==> config.mk <==
export PLATFORM = sky130hd
export DESIGN_NAME = stream_arb_mux
export DESIGN_NICKNAME = d
export VERILOG_FILES = /design/src/rtl/stream_pkg.sv /design/src/rtl/rr_arbiter.sv /design/src/rtl/stream_arb_mux.sv
export SDC_FILE = /design/constraint.sdc
export NUM_CORES = 1
export LEC_CHECK = 0
export BUFFER_PORTS_ARGS = -buffer_cell sky130_fd_sc_hd__buf_2
export CORE_MARGIN = 2
export CORE_UTILIZATION = 49
export DETAILED_ROUTE_END_ITERATION = 12
export PLACE_DENSITY = 0.87
export SLEW_MARGIN = 20
export SYNTH_ARGS = -nofsm -noshare
export SYNTH_HDL_FRONTEND = slang
export SYNTH_SLANG_ARGS = --single-unit
==> constraint.sdc <==
create_clock -name clk -period 4.7 [get_ports clk]
set_input_delay 0.94 -clock clk [delete_from_list [all_inputs] [get_ports clk]]
set_output_delay 0.94 -clock clk [all_outputs]
set_load 0.1 [all_outputs]
==> src/rtl/stream_pkg.sv <==
// Shared definitions for the stream arbitration blocks.
//   MODE_SEL / MODE_RR : arbitration mode encodings for stream_arb_mux.MODE
//   arb_state_e        : packet-lock state of the arbiter
//   clog2()            : ceiling log2, usable in parameter expressions
package stream_pkg;

    localparam int MODE_SEL = 0;
    localparam int MODE_RR  = 1;

    typedef enum logic {
        ARB_OPEN   = 1'b0,
        ARB_LOCKED = 1'b1
    } arb_state_e;

    function automatic int clog2(input int n);
        int r;
        r = 0;
        while ((1 << r) < n) begin
            r = r + 1;
        end
        return r;
    endfunction

endpackage

==> src/rtl/rr_arbiter.sv <==
// Round-robin request picker.
//   req   : one request bit per channel
//   ptr   : highest-priority channel index (must be < CH_NUM)
//   grant : one-hot grant of the first requester at or above ptr,
//           searching upward with wrap; all zero when nothing requests
module rr_arbiter #(
    parameter int CH_NUM = 4,
    parameter int SEL_WD = 2
) (
    input  logic [CH_NUM-1:0] req,
    input  logic [SEL_WD-1:0] ptr,
    output logic [CH_NUM-1:0] grant
);

    logic [2*CH_NUM-1:0] req_dbl;
    logic [CH_NUM-1:0]   req_rot;
    logic [CH_NUM-1:0]   grant_rot;
    logic [2*CH_NUM-1:0] grant_dbl;

    // Rotate so that channel ptr lands on bit 0, take the lowest set bit,
    // then rotate the one-hot result back. Duplicating the vector turns
    // the rotations into plain shifts.
    assign req_dbl   = {req, req} >> ptr;
    assign req_rot   = req_dbl[CH_NUM-1:0];
    assign grant_rot = req_rot & (~req_rot + CH_NUM'(1));
    assign grant_dbl = {grant_rot, grant_rot} << ptr;
    assign grant     = grant_dbl[2*CH_NUM-1:CH_NUM];

endmodule

==> src/rtl/stream_arb_mux.sv <==
// Packet-aware N:1 stream multiplexer with a single registered output slot.
//   clk, rstn        : clock, asynchronous active-low reset
//   sel              : channel select (MODE_SEL only)
//   s_data/s_valid/s_last/s_ready : CH_NUM input streams, channel k payload
//                      at s_data[k*DATA_WD +: DATA_WD]
//   m_data/m_id/m_last/m_valid/m_ready : output stream, m_id = source channel
// A beat with s_last=0 locks the grant to its channel until the closing
// beat with s_last=1 has been taken, so packets never interleave.
module stream_arb_mux
    import stream_pkg::*;
#(
    parameter  int DATA_WD = 4,
    parameter  int CH_NUM  = 4,
    parameter  int MODE    = 1,
    localparam int SEL_WD  = (CH_NUM > 1) ? clog2(CH_NUM) : 1
) (
    input  logic                      clk,
    input  logic                      rstn,
    input  logic [SEL_WD-1:0]         sel,
    input  logic [CH_NUM*DATA_WD-1:0] s_data,
    input  logic [CH_NUM-1:0]         s_valid,
    input  logic [CH_NUM-1:0]         s_last,
    output logic [CH_NUM-1:0]         s_ready,
    output logic [DATA_WD-1:0]        m_data,
    output logic [SEL_WD-1:0]         m_id,
    output logic                      m_last,
    output logic                      m_valid,
    input  logic                      m_ready
);

    arb_state_e          state_reg,   state_next;
    logic [SEL_WD-1:0]   lock_ch_reg, lock_ch_next;
    logic [SEL_WD-1:0]   ptr_reg,     ptr_next;
    logic                m_valid_reg, m_valid_next;
    logic [DATA_WD-1:0]  m_data_reg,  m_data_next;
    logic [SEL_WD-1:0]   m_id_reg,    m_id_next;
    logic                m_last_reg,  m_last_next;

    logic                load_ok;
    logic [CH_NUM-1:0]   lock_gnt;
    logic [CH_NUM-1:0]   sel_gnt;
    logic [CH_NUM-1:0]   rr_gnt;
    logic [CH_NUM-1:0]   grant;
    logic [SEL_WD-1:0]   grant_id;
    logic [DATA_WD-1:0]  grant_data;
    logic                grant_last;
    logic                xfer;
    logic [DATA_WD-1:0]  data_masked [CH_NUM];

    // The slot can take a new beat when it is empty or being drained.
    assign load_ok = !m_valid_reg || m_ready;

    // Per-channel decode of the locked channel and of sel; an out-of-range
    // sel matches no channel, which yields an empty grant.
    genvar gi;
    generate
        for (gi = 0; gi < CH_NUM; gi++) begin : g_ch
            assign lock_gnt[gi]    = (lock_ch_reg == SEL_WD'(gi));
            assign sel_gnt[gi]     = (sel == SEL_WD'(gi));
            assign data_masked[gi] = grant[gi] ? s_data[gi*DATA_WD +: DATA_WD] : '0;
        end
    endgenerate

    generate
        if (MODE == MODE_RR) begin : g_rr
            rr_arbiter #(
                .CH_NUM (CH_NUM),
                .SEL_WD (SEL_WD)
            ) u_rr_arbiter (
                .req   (s_valid),
                .ptr   (ptr_reg),
                .grant (rr_gnt)
            );
        end else begin : g_no_rr
            assign rr_gnt = '0;
        end
    endgenerate

    // A held lock overrides both arbitration modes, even when the locked
    // channel has dropped s_valid.
    always_comb begin
        grant = rr_gnt;
        if (state_reg == ARB_LOCKED) begin
            grant = lock_gnt;
        end else if (MODE == MODE_SEL) begin
            grant = sel_gnt;
        end
    end

    always_comb begin
        grant_id   = '0;
        grant_data = '0;
        for (int k = 0; k < CH_NUM; k++) begin
            if (grant[k]) begin
                grant_id = grant_id | SEL_WD'(k);
            end
            grant_data = grant_data | data_masked[k];
        end
    end

    assign grant_last = |(grant & s_last);
    assign s_ready    = rstn ? (grant & {CH_NUM{load_ok}}) : '0;
    assign xfer       = |(s_ready & s_valid);

    always_comb begin
        state_next   = state_reg;
        lock_ch_next = lock_ch_reg;
        ptr_next     = ptr_reg;
        m_valid_next = m_valid_reg;
        m_data_next  = m_data_reg;
        m_id_next    = m_id_reg;
        m_last_next  = m_last_reg;
        if (xfer) begin
            m_valid_next = 1'b1;
            m_data_next  = grant_data;
            m_id_next    = grant_id;
            m_last_next  = grant_last;
            lock_ch_next = grant_id;
            state_next   = grant_last ? ARB_OPEN : ARB_LOCKED;
            // Priority moves past a channel only when its packet closes.
            if (grant_last) begin
                ptr_next = (grant_id == SEL_WD'(CH_NUM - 1)) ? '0 : grant_id + SEL_WD'(1);
            end
        end else if (m_ready) begin
            m_valid_next = 1'b0;
        end
    end

    always_ff @(posedge clk or negedge rstn) begin
        if (!rstn) begin
            state_reg   <= ARB_OPEN;
            lock_ch_reg <= '0;
            ptr_reg     <= '0;
            m_valid_reg <= 1'b0;
            m_data_reg  <= '0;
            m_id_reg    <= '0;
            m_last_reg  <= 1'b0;
        end else begin
            state_reg   <= state_next;
            lock_ch_reg <= lock_ch_next;
            ptr_reg     <= ptr_next;
            m_valid_reg <= m_valid_next;
            m_data_reg  <= m_data_next;
            m_id_reg    <= m_id_next;
            m_last_reg  <= m_last_next;
        end
    end

    assign m_valid = m_valid_reg;
    assign m_data  = m_data_reg;
    assign m_id    = m_id_reg;
    assign m_last  = m_last_reg;

endmodule

==> results.json <==
{
  "status": "finished, final reports clean",
  "crit_path_end_kind": "output port",
  "dieWidth_um": 46.7,
  "cts_tree": "built",
  "worstMarginPinSlew_ps": 857,
  "required_ps": 3760,
  "startpoint": "s_valid[1]",
  "postCtsHoldBufs": 0,
  "cts_buffers": 3,
  "avgViaCountPerCell": 6.00,
  "drc_errors": 0,
  "syn-cell-area_um2": 892,
  "min_path_type": "flip-flop to flip-flop",
  "post_cts_resized": 0,
  "min_from": "m_data[1]",
  "synth_seq_cells": 11,
  "clk_pin_slew_ps": 70,
  "drt_pass1_iterations": 4,
  "rsz0062_at_grt": "false",
  "drv_slew": 0,
  "r2r-start": "state_reg",
  "layout-drive-gt1-share_pct": 42.6,
  "met2_usage_pct": 34.2,
  "routedWlPerCell_um": 14.4,
  "cts.sinks": 11,
  "syn_to_final_growth_pct": 24.4,
  "use_met3_pct": 5.10,
  "syn_inst": 90,
  "port_buffers": 38,
  "h-tree-depth": 1,
  "synth_edf_count": 0,
  "yosysWarnings": 0,
  "grt_usage_pct": 22.1,
  "die_h_um": 46.7,
  "worstRegToRegCells": 6,
  "die_area_mm2": 0.00218,
  "initial_utilization_pct": 51.7,
  "min_delay_path_depth": 1,
  "crit_fanout": 7,
  "grt_busiest_layer": "met2",
  "synth_top_flop_cell": "dfrtp_1",
  "final_core_util_pct": 64.3,
  "root_buffer": "clkbuf_4",
  "gp_congestion": 0.803,
  "yosysUniqueCellTypes": 36,
  "maxCapViolations": 0,
  "ys_seq_area_share_pct": 30.9,
  "hold_viol_final": 0,
  "antenna_found_initial": 0,
  "grt_overflow": 0,
  "largest_reg_flops": 4,
  "wl_um": 2210,
  "num_vias": 924,
  "final_common_cell": "buf_2",
  "row_count": 15,
  "regArea_um2": 275,
  "async_flop_share_pct": 100,
  "ant_nets": 0,
  "place_hpwl_um": 1660,
  "finish.net_count": 159,
  "diodes": 0,
  "arrival_ps": 2770,
  "fmax_mhz": 270,
  "grt_util_met1_pct": 29.6,
  "insertion_delay_ps": 270,
  "grt_pass1_wl_um": 3360,
  "grt_pass1_vias": 772,
  "relSlewSlack_pct": 42.4,
  "final.period_utilization_pct": 78.8,
  "cp-start-kind": "input pin",
  "synth.avg_cell_area_um2": 9.91,
  "layout_common_cells": "buf_2 (38), dfrtp_1 (11), nor2_1 (9)",
  "setup_viol": 0,
  "drt-initial-drc-count": 41,
  "clockBufferDepth": 2,
  "core_area_mm2": 0.00173,
  "ioPinCount": 41,
  "grt_max_degree": 15,
  "cts_setup_buffers": 0,
  "fillers": 156,
  "min_period_ps": 3710,
  "critPathKind": "input pin to output port",
  "multi_input_area_um2": 572,
  "syn_nets": 119,
  "fin_tns_setup_ps": 0,
  "clock_skew_ps": 2.35
}
==> layout make-up <==
cell class / instances / area share [%]
clock buffers: 4 / 2.37
inverters: 4 / 1.35
flip-flops and latches: 11 / 24.8
multi-input cells: 72 / 51.5
repair buffers: 38 / 17.1
well taps: 25 / 2.82
==> critical path, cell delays in order <==
cell and delay (ps):
buf_2 130, or4b_1 530, o21a_1 230, a21oi_2 320, nor2b_1 170, buf_2 430
==> final timing paths <==
kind | to | slack [ps]
setup / recovery | s_ready[3] | 990
hold / removal | m_data[1] | 520
setup reg to reg | ptr_reg[0] | 2160
hold reg to reg | m_data[1] | 520
max in group asynchronous | m_id[1] | 3920
min in group asynchronous | state_reg | 550
==> cell usage after synthesis (2+ instances only) <==
library cell	count	share of area, %
mux2_1	2	2.5
a211o_1	2	2.0
buf_6	2	2.5
dfrtp_1	11	31
inv_1	3	1.3
mux2i_1	2	2.2
mux2_4	5	8.4
nor3_1	2	1.1
nand2_1	7	2.9
nor2_1	9	3.8
o21ai_0	8	4.5
o31a_1	2	2.0
nor2b_1	5	3.5
a222oi_1	5	5.6
nand3_1	2	1.1
nand2b_1	3	2.1
==> routing by layer <==
metal / routed length [µm] / up-vias
met5: 0 / -
met4: 26 / 0
met3: 248 / 4
met2: 1050 / 59
met1: 883 / 437
li1: - / 424
==> cell families (layout without fill, tap and decap cells) <==
| family | count (synthesis) | in the layout | synth area share, % |
|---|---|---|---|
| AOI/OAI and AO/OA | 28 | 28 | 28.2 |
| muxes | 9 | 9 | 13.2 |
| DFF | 11 | 11 | 30.9 |
| buffers and inverters | 7 | 46 | 5.05 |
| and+or+nand+nor | 35 | 35 | 22.7 |
==> stage by stage <==
stage	cells	area [µm²]	hold WS, ps	setup slack (ps)
finish	154	1110	518	995
global route	154	1110	536	906
CTS	154	1110	520	996
detailed placement	150	1080	499	1000
global placement	150	1080	493	1020
floorplan	90	892	584	398
Power is left out: the tool's default activity adds up to more than one toggle a clock period on the data nets, which glitch-free logic cannot reach.
